$ cat src/rtl/bp_be_pkg.sv
`default_nettype none
// ============================================================================
// Module   : bp_be_pkg
// Purpose  : Shared types for the backend stride prefetcher: processor config
//            selector, stream entry state enum and the stream entry struct
//            macro (parameterized by vaddr, stride, page tag and count widths).
// Revision : 1.0 - initial release
// ============================================================================
`ifndef BP_BE_PF_STREAM_S_DECLARED
`define BP_BE_PF_STREAM_S_DECLARED
`define DECLARE_BP_BE_PF_STREAM_S(vaddr_width_mp, stride_width_mp, tag_width_mp, rem_width_mp) \
  typedef struct packed {                          \
    bp_be_pf_state_e              state;           \
    logic [vaddr_width_mp-1:0]    pc;              \
    logic [stride_width_mp-1:0]   stride;          \
    logic [vaddr_width_mp-1:0]    next_addr;       \
    logic [tag_width_mp-1:0]      page_tag;        \
    logic [rem_width_mp-1:0]      remaining;       \
  } bp_be_pf_stream_s;
`endif

package bp_be_pkg;

  typedef enum logic {
    e_bp_default_cfg = 1'b0
  } bp_params_e;

  function automatic int bp_vaddr_width(input bp_params_e cfg);
    case (cfg)
      e_bp_default_cfg: bp_vaddr_width = 39;
      default:          bp_vaddr_width = 39;
    endcase
  endfunction

  typedef enum logic [1:0] {
    e_idle   = 2'd0,
    e_train  = 2'd1,
    e_active = 2'd2
  } bp_be_pf_state_e;

endpackage
`default_nettype wire

$ cat src/rtl/bp_be_pf_stream.sv
`default_nettype none
// ============================================================================
// Module   : bp_be_pf_stream
// Purpose  : One tracked stride stream: entry register, update/issue muxing
//            and the page-crossing check for its next candidate address.
// Ports    : clk_i, reset_n_i (sync, active-low)
//            upd_i/hit_i/confirm_i/stride_i/pc_i/eff_addr_i : RPT write
//            kill_train_i : drop this entry if it is still training
//            gnt_i        : arbiter consumed this entry's candidate
//            idle_o, pc_o : CAM view; req_o : has prefetches pending
//            next_addr_o, cross_o : candidate address and its page check
// Revision : 1.0 - initial release
// ============================================================================
module bp_be_pf_stream
  import bp_be_pkg::*;
#(
  parameter int vaddr_width_p       = 39,
  parameter int stride_width_p      = 8,
  parameter int degree_p            = 4,
  parameter int page_offset_width_p = 12
) (
  input  logic                      clk_i,
  input  logic                      reset_n_i,
  input  logic                      upd_i,
  input  logic                      hit_i,
  input  logic                      confirm_i,
  input  logic                      kill_train_i,
  input  logic [stride_width_p-1:0] stride_i,
  input  logic [vaddr_width_p-1:0]  pc_i,
  input  logic [vaddr_width_p-1:0]  eff_addr_i,
  input  logic                      gnt_i,
  output logic                      idle_o,
  output logic [vaddr_width_p-1:0]  pc_o,
  output logic                      req_o,
  output logic [vaddr_width_p-1:0]  next_addr_o,
  output logic                      cross_o
);

  localparam int rem_width_lp = $clog2(degree_p + 1);
  localparam int tag_width_lp = vaddr_width_p - page_offset_width_p;

  `DECLARE_BP_BE_PF_STREAM_S(vaddr_width_p, stride_width_p, tag_width_lp, rem_width_lp)

  bp_be_pf_stream_s entry_q, entry_d;

  logic [vaddr_width_p-1:0] cur_stride_sext;
  logic [vaddr_width_p-1:0] new_stride_sext;

  assign cur_stride_sext = {{(vaddr_width_p-stride_width_p){entry_q.stride[stride_width_p-1]}}, entry_q.stride};
  assign new_stride_sext = {{(vaddr_width_p-stride_width_p){stride_i[stride_width_p-1]}}, stride_i};

  assign idle_o      = (entry_q.state == e_idle);
  assign pc_o        = entry_q.pc;
  assign next_addr_o = entry_q.next_addr;
  assign req_o       = (entry_q.state == e_active) && (entry_q.remaining != '0);
  // Wrap-around of next_addr also changes the page bits, so it is caught here.
  assign cross_o     = (entry_q.next_addr[vaddr_width_p-1:page_offset_width_p] != entry_q.page_tag);

  always_comb begin
    entry_d = entry_q;

    // Issue side: a crossing candidate retires the stream's burst without
    // advancing; the entry remains active so a later hit can restart it.
    if (gnt_i) begin
      if (cross_o) begin
        entry_d.remaining = '0;
      end else begin
        entry_d.next_addr = entry_q.next_addr + cur_stride_sext;
        entry_d.remaining = entry_q.remaining - rem_width_lp'(1);
      end
    end

    if (kill_train_i && (entry_q.state == e_train)) begin
      entry_d.state = e_idle;
    end

    // Update is applied last so it overrides any same-cycle issue effects.
    if (upd_i) begin
      entry_d.pc        = pc_i;
      entry_d.stride    = stride_i;
      entry_d.next_addr = eff_addr_i + new_stride_sext;
      entry_d.page_tag  = eff_addr_i[vaddr_width_p-1:page_offset_width_p];
      // "Already active" only means something for the stream that hit; a
      // freshly allocated (replaced) slot does not inherit the old stream.
      if ((stride_i != '0) && (confirm_i || (hit_i && (entry_q.state == e_active)))) begin
        entry_d.state     = e_active;
        entry_d.remaining = rem_width_lp'(degree_p);
      end else begin
        entry_d.state     = e_train;
        entry_d.remaining = '0;
      end
    end
  end

  always_ff @(posedge clk_i) begin
    if (!reset_n_i) begin
      entry_q <= '0;
    end else begin
      entry_q <= entry_d;
    end
  end

endmodule
`default_nettype wire

$ cat src/rtl/bp_be_stride_pf_gen.sv
`default_nettype none
// ============================================================================
// Module   : bp_be_stride_pf_gen
// Purpose  : Stride prefetch request generator. Tracks streams_p load streams
//            from RPT predictions and issues degree_p prefetch addresses per
//            confirmed stream, one per cycle, stopping at 4 KiB pages.
// Ports    : clk_i, reset_n_i (sync, active-low)
//            stride_v_i, stride_i, pc_i, eff_addr_i, start_discovery_i,
//            confirm_discovery_i : RPT prediction inputs
//            pf_v_o, pf_addr_o, pf_ready_i : D$ prefetch valid/ready port
//            busy_o : requests pending or output valid
// Config   : BP_BE_PF_LINE_DEDUP_EN - suppress candidates that fall in the
//            same cache line as the last address loaded for issue.
// Revision : 1.0 - initial release
// ============================================================================
module bp_be_stride_pf_gen
  import bp_be_pkg::*;
#(
  parameter bp_params_e bp_params_p         = e_bp_default_cfg,
  parameter int         streams_p           = 4,
  parameter int         degree_p            = 4,
  parameter int         stride_width_p      = 8,
  parameter int         page_offset_width_p = 12,
  parameter int         line_offset_width_p = 6,
  localparam int        vaddr_width_p       = bp_vaddr_width(bp_params_p)
) (
  input  logic                      clk_i,
  input  logic                      reset_n_i,
  input  logic                      stride_v_i,
  input  logic [stride_width_p-1:0] stride_i,
  input  logic [vaddr_width_p-1:0]  pc_i,
  input  logic [vaddr_width_p-1:0]  eff_addr_i,
  input  logic                      start_discovery_i,
  input  logic                      confirm_discovery_i,
  output logic                      pf_v_o,
  output logic [vaddr_width_p-1:0]  pf_addr_o,
  input  logic                      pf_ready_i,
  output logic                      busy_o
);

  localparam int idx_w_lp = (streams_p > 1) ? $clog2(streams_p) : 1;

  logic [streams_p-1:0]     idle_vec, req_vec, cross_vec;
  logic [vaddr_width_p-1:0] pc_arr   [streams_p];
  logic [vaddr_width_p-1:0] next_arr [streams_p];

  logic                hit, idle_found;
  logic [idx_w_lp-1:0] hit_idx, idle_idx, target_idx, cand_idx;
  logic [idx_w_lp-1:0] victim_q, victim_d, rr_q, rr_d, gnt_idx;
  logic                gnt_v, out_free, load, dedup_hit, win_cross;
  logic [vaddr_width_p-1:0] win_addr;

  logic                     pf_v_q, pf_v_d;
  logic [vaddr_width_p-1:0] pf_addr_q, pf_addr_d;

  // PC CAM over non-idle entries plus lowest-index idle slot search.
  always_comb begin
    hit        = 1'b0;
    hit_idx    = '0;
    idle_found = 1'b0;
    idle_idx   = '0;
    for (int i = 0; i < streams_p; i++) begin
      if (!idle_vec[i] && (pc_arr[i] == pc_i) && !hit) begin
        hit     = 1'b1;
        hit_idx = idx_w_lp'(i);
      end
      if (idle_vec[i] && !idle_found) begin
        idle_found = 1'b1;
        idle_idx   = idx_w_lp'(i);
      end
    end
  end

  assign target_idx = hit ? hit_idx : (idle_found ? idle_idx : victim_q);
  assign victim_d   = (stride_v_i && !hit && !idle_found)
                    ? idx_w_lp'((int'(victim_q) + 1) % streams_p) : victim_q;

  assign out_free = !pf_v_q || pf_ready_i;

  // Round-robin: search starts at rr_q, which points just past the last winner.
  always_comb begin
    gnt_v    = 1'b0;
    gnt_idx  = rr_q;
    cand_idx = '0;
    for (int k = 0; k < streams_p; k++) begin
      cand_idx = idx_w_lp'((int'(rr_q) + k) % streams_p);
      if (out_free && !gnt_v && req_vec[cand_idx]) begin
        gnt_v   = 1'b1;
        gnt_idx = cand_idx;
      end
    end
  end

  assign rr_d      = gnt_v ? idx_w_lp'((int'(gnt_idx) + 1) % streams_p) : rr_q;
  assign win_addr  = next_arr[gnt_idx];
  assign win_cross = cross_vec[gnt_idx];

  for (genvar i = 0; i < streams_p; i++) begin : g_stream
    logic upd;
    assign upd = stride_v_i && (target_idx == idx_w_lp'(i));

    bp_be_pf_stream #(
      .vaddr_width_p       (vaddr_width_p),
      .stride_width_p      (stride_width_p),
      .degree_p            (degree_p),
      .page_offset_width_p (page_offset_width_p)
    ) u_stream (
      .clk_i        (clk_i),
      .reset_n_i    (reset_n_i),
      .upd_i        (upd),
      .hit_i        (hit),
      .confirm_i    (confirm_discovery_i),
      .kill_train_i (stride_v_i && start_discovery_i && !upd),
      .stride_i     (stride_i),
      .pc_i         (pc_i),
      .eff_addr_i   (eff_addr_i),
      .gnt_i        (gnt_v && (gnt_idx == idx_w_lp'(i))),
      .idle_o       (idle_vec[i]),
      .pc_o         (pc_arr[i]),
      .req_o        (req_vec[i]),
      .next_addr_o  (next_arr[i]),
      .cross_o      (cross_vec[i])
    );
  end

`ifdef BP_BE_PF_LINE_DEDUP_EN
  localparam int line_width_lp = vaddr_width_p - line_offset_width_p;

  logic [line_width_lp-1:0] line_q, line_d;
  logic                     line_v_q, line_v_d;

  assign dedup_hit = line_v_q && (win_addr[vaddr_width_p-1:line_offset_width_p] == line_q);
  assign line_d    = load ? win_addr[vaddr_width_p-1:line_offset_width_p] : line_q;
  assign line_v_d  = line_v_q || load;

  always_ff @(posedge clk_i) begin
    if (!reset_n_i) begin
      line_q   <= '0;
      line_v_q <= 1'b0;
    end else begin
      line_q   <= line_d;
      line_v_q <= line_v_d;
    end
  end
`else
  assign dedup_hit = 1'b0;
`endif

  // A granted candidate is always consumed; it is loaded only if it stays
  // within its page and is not a duplicate line.
  assign load      = gnt_v && !win_cross && !dedup_hit;
  assign pf_v_d    = out_free ? load : pf_v_q;
  assign pf_addr_d = load ? win_addr : pf_addr_q;

  always_ff @(posedge clk_i) begin
    if (!reset_n_i) begin
      pf_v_q    <= 1'b0;
      pf_addr_q <= '0;
      victim_q  <= '0;
      rr_q      <= '0;
    end else begin
      pf_v_q    <= pf_v_d;
      pf_addr_q <= pf_addr_d;
      victim_q  <= victim_d;
      rr_q      <= rr_d;
    end
  end

  assign pf_v_o    = pf_v_q;
  assign pf_addr_o = pf_addr_q;
  assign busy_o    = (|req_vec) || pf_v_q;

endmodule
`default_nettype wire
$ cat config.mk
export PLATFORM = sky130hd
export DESIGN_NAME = bp_be_stride_pf_gen
export DESIGN_NICKNAME = d
export VERILOG_FILES = /design/src/rtl/bp_be_pkg.sv /design/src/rtl/bp_be_pf_stream.sv /design/src/rtl/bp_be_stride_pf_gen.sv
export SDC_FILE = /design/constraint.sdc
export NUM_CORES = 2
export LEC_CHECK = 0
export ABC_AREA = 0
export CAP_MARGIN = 30
export CORE_ASPECT_RATIO = 1.5
export CORE_MARGIN = 2
export CORE_UTILIZATION = 30
export CTS_BUF_LIST = sky130_fd_sc_hd__clkbuf_8
export DETAILED_ROUTE_END_ITERATION = 10
export GPL_ROUTABILITY_DRIVEN = 0
export SYNTH_ARGS = -nofsm -noshare
export SYNTH_HDL_FRONTEND = slang
export SYNTH_SLANG_ARGS = --single-unit
$ cat constraint.sdc
create_clock -name clk_i -period 5.39 [get_ports clk_i]
set_clock_uncertainty 0.1 [all_clocks]
set_input_delay 1.078 -clock clk_i [delete_from_list [all_inputs] [get_ports clk_i]]
set_output_delay 1.078 -clock clk_i [all_outputs]
set_load 0.01 [all_outputs]
==> flow_metrics.py <==
metrics = {
    "critical_path": {
        "setup.worst_path.start_class": "flop",
        "required_ps": 5930,
        "criticalPathCategory": "flop to flop",
        "crit_path_max_fanout": 45,
        "cpPeakStageDelay_ps": 870,
        "cp.arrival_ps": 5190,
        "path_buf_inv": 2,
        "cp-end-kind": "flop",
        "library_cell_contributing_the_largest_single_delay_on_the_critical_path": "sky130_fd_sc_hd__or4b_4",
        "crit_chain": "inv_1 -> ha_1 -> ha_1 -> nor3b_1 -> mux2i_1 -> a311oi_1 -> or4_1 -> o311a_4 -> or4b_4 -> buf_4 -> a211oi_2 -> a211oi_2",
        "cp_top_family": "simple AND/OR/NAND/NOR gates",
    },
    "synth": {
        "syn-cell-area_mm2": 0.0346,
        "synth.yosys.warnings": 0,
        "synth.net_count": 4423,
        "postSynthRegisterBits": 516,
        "synth_top_area_cell": "sky130_fd_sc_hd__dfxtp_1",
        "ys_types": 90,
        "synth-edff-count": 0,
        "synth.top_cells.by_area": "sky130_fd_sc_hd__dfxtp_1 (30%), sky130_fd_sc_hd__mux2i_1 (11%), sky130_fd_sc_hd__ha_1 (7.2%)",
        "synthCells": 4128,
        "synth_top_area_share": 0.298,
        "postSynthAreaPerCell_um2": 8.39,
        "most_used_flip_flop_cell_after_synthesis": "sky130_fd_sc_hd__dfxtp_1",
        "async_flop_share": 0,
        "synth-seq-area-share": 0.298,
    },
    "finish": {
        "layout.core_utilization": 0.350,
        "layout_common_cells": "sky130_fd_sc_hd__dfxtp_1 (516), sky130_fd_sc_hd__nor2_1 (509), sky130_fd_sc_hd__mux2i_1 (371), sky130_fd_sc_hd__a21oi_1 (315), sky130_fd_sc_hd__nand2_1 (278)",
        "final_nets": 4537,
        "mostFrequentLayoutCell": "sky130_fd_sc_hd__dfxtp_1",
        "postLayoutCellArea_mm2": 0.0401,
        "area_delta_synth_final_pct": 15.8,
        "drive_above_1_share": 0.0889,
    },
    "die": {
        "initial_standard_cell_utilization_of_the_core": 0.302,
        "placementRows": 152,
        "fp.dieArea_mm2": 0.118,
        "die_w_um": 281,
        "floorplan.core_area_mm2": 0.114,
        "num_io_pins": 133,
        "die-height_um": 420,
    },
    "sta": {
        "max_slew_margin": 0.299,
        "final-setup-viol-count": 0,
        "maxClockFrequency_mhz": 215,
        "worstMarginPinSlew_ps": 1040,
        "report.final.slew_viol_count": 0,
        "final_hold_viol_count": 0,
        "final_period_minus_worst_setup_slack_ps": 4660,
        "rsz0062_at_grt": "false",
        "finalCritPeriodShare": 0.864,
        "setup-tns-final_ps": 0,
        "setup_slack_after_layout_ps": 734,
    },
    "route": {
        "post_drt_via_cell_ratio": 5.33,
        "drt.antenna.violating_nets": 0,
        "wl_per_cell_um": 20.8,
        "drt_wl_total_um": 122000,
        "drt_iter0_markers": 2342,
        "detailroute.via_count": 31200,
        "firstDrtPassIters": 6,
        "post-route-drc-count": 0,
    },
    "clocking": {
        "cts_buf_count": 87,
        "post_cts.repair.setup_buffers": 0,
        "clock_tree_root_buffer_cell": "sky130_fd_sc_hd__clkbuf_8",
        "h-tree-depth": 3,
        "cts.clk_slew.worst_paths_ps": 70,
        "max-clock-path-buffers": 3,
        "clock_tree_from_tritoncts": "done",
        "post_cts_resize_count": 0,
        "clk_latency_ps": 810,
        "clkSinkCount": 516,
        "holdBufCountCts": 0,
    },
    "power_and_ir_drop": {
        "power.density_cell_area_mw_per_mm2": 278,
        "vdd.ir_drop.worst_mv": 0.303,
        "finalPower_mw": 11.1,
        "leakagePower_nw": 17.8,
    },
    "placement": {
        "dpl.hpwl_um": 91400,
        "buffer_ports.inserted": 132,
        "placement.setup.worst_slack_ps": 86.9,
        "placement.cell_area_mm2": 0.0382,
    },
    "run_status": {
        "run_status": "finished clean",
    },
    "global_route": {
        "first_pass_grt_wire_length_um": 182000,
        "grt_max_degree": 168,
        "grt_usage": 0.202,
        "antenna_found_initial": 4,
        "global_route.overflow_total": 0,
        "via_count_of_the_first_global_routing_pass": 30200,
    },
    "min_path": {
        "min_path_type": "flop to flop",
    },
    "flow_run": {
        "max-cap-violations": 0,
    },
}
## sequential cells by signal, indices dropped and copies added (netlist names)
| name | cells |
|---|---|
| g_stream.u_stream.cur_stride_sext | 32 |
| g_stream.u_stream.entry_q | 128 |
| pf_v_o | 1 |
| pf_addr_o | 39 |
| g_stream.u_stream.next_addr_o | 156 |
| g_stream.u_stream.pc_o | 156 |
| rr_q | 2 |
| victim_q | 2 |
## logic make-up after synthesis
logic type	count (synthesis)	share of synthesized area
XOR/XNOR	424	0.107
buffers and inverters	318	0.0392
multiplexers	385	0.113
adder cells (fa/ha/maj)	203	0.0744
flip-flops	516	0.298
AND/OR/NAND/NOR	1277	0.175
AO/OA/AOI/OAI	1005	0.193
## synth_stat cells (all sizes together) (13+ instances only)
master  number
buf         81
or2         22
a221oi      13
nor4        53
a21o       104
dfxtp      516
a21oi      316
o21a        24
and2        18
nor2       518
o211ai      56
a211oi     138
nand2b      33
o21bai      22
nor3        60
xor2       235
and3        44
a31oi       27
nand3       56
mux2i      371
ha         198
nand4       62
clkbuf     169
or3         19
nor2b       66
o21ai      152
xnor2      189
inv         68
nand2      278
o211a       21
## worst paths after layout
kind	from	to	slack, ps	cells after the start
setup / recovery	g_stream[1].u_stream.entry_q[0]	g_stream[2].u_stream.next_addr_o[16]	730	12
hold / removal	g_stream[0].u_stream.entry_q[1]	g_stream[0].u_stream.entry_q[1]	350	2
setup reg to reg	g_stream[1].u_stream.entry_q[0]	g_stream[2].u_stream.next_addr_o[16]	730	12
hold reg to reg	g_stream[0].u_stream.entry_q[1]	g_stream[0].u_stream.entry_q[1]	350	2
## stage by stage
step / cells / hold slack [ps]
finish: 5852 / 355
global route: 5851 / 382
CTS: 5850 / 353
detailed placement: 5693 / 343
global placement: 5692 / 340
floorplan: 4128 / 332
## report_power, final
| group | leakage [nW] | total, mW | switching, mW | internal, mW |
|---|---|---|---|---|
| clock | 1.05 | 3.91 | 1.84 | 2.06 |
| combinational | 12.6 | 2.97 | 1.86 | 1.12 |
| sequential | 4.19 | 4.25 | 0.221 | 4.03 |
## tightest hold or removal path, cell delays in order, from the launching register on
cell and delay, ps:
sky130_fd_sc_hd__dfxtp_1 310, sky130_fd_sc_hd__nand2_1 50, sky130_fd_sc_hd__a21oi_1 50
## layer usage
layer	wire, µm	part of all wire	track usage	vias to the layer above
met5	18	0.00015	0	-
met4	9960	0.082	0.155	2
met3	6280	0.052	0.0323	339
met2	59600	0.49	0.353	959
met1	46100	0.38	0.217	14800
li1	-	-	-	15100
## cell type report
type	count	area (µm²)
flip-flops and latches	516	10300
repair buffers	275	2670
multi-input cells	3294	23000
clock buffers	111	1530
fillers	12100	74400
inverters	68	263
clock inverters	46	358
diodes	2	5.00
well taps	1540	1930
Note: power is estimated with default switching activity, not from simulation.
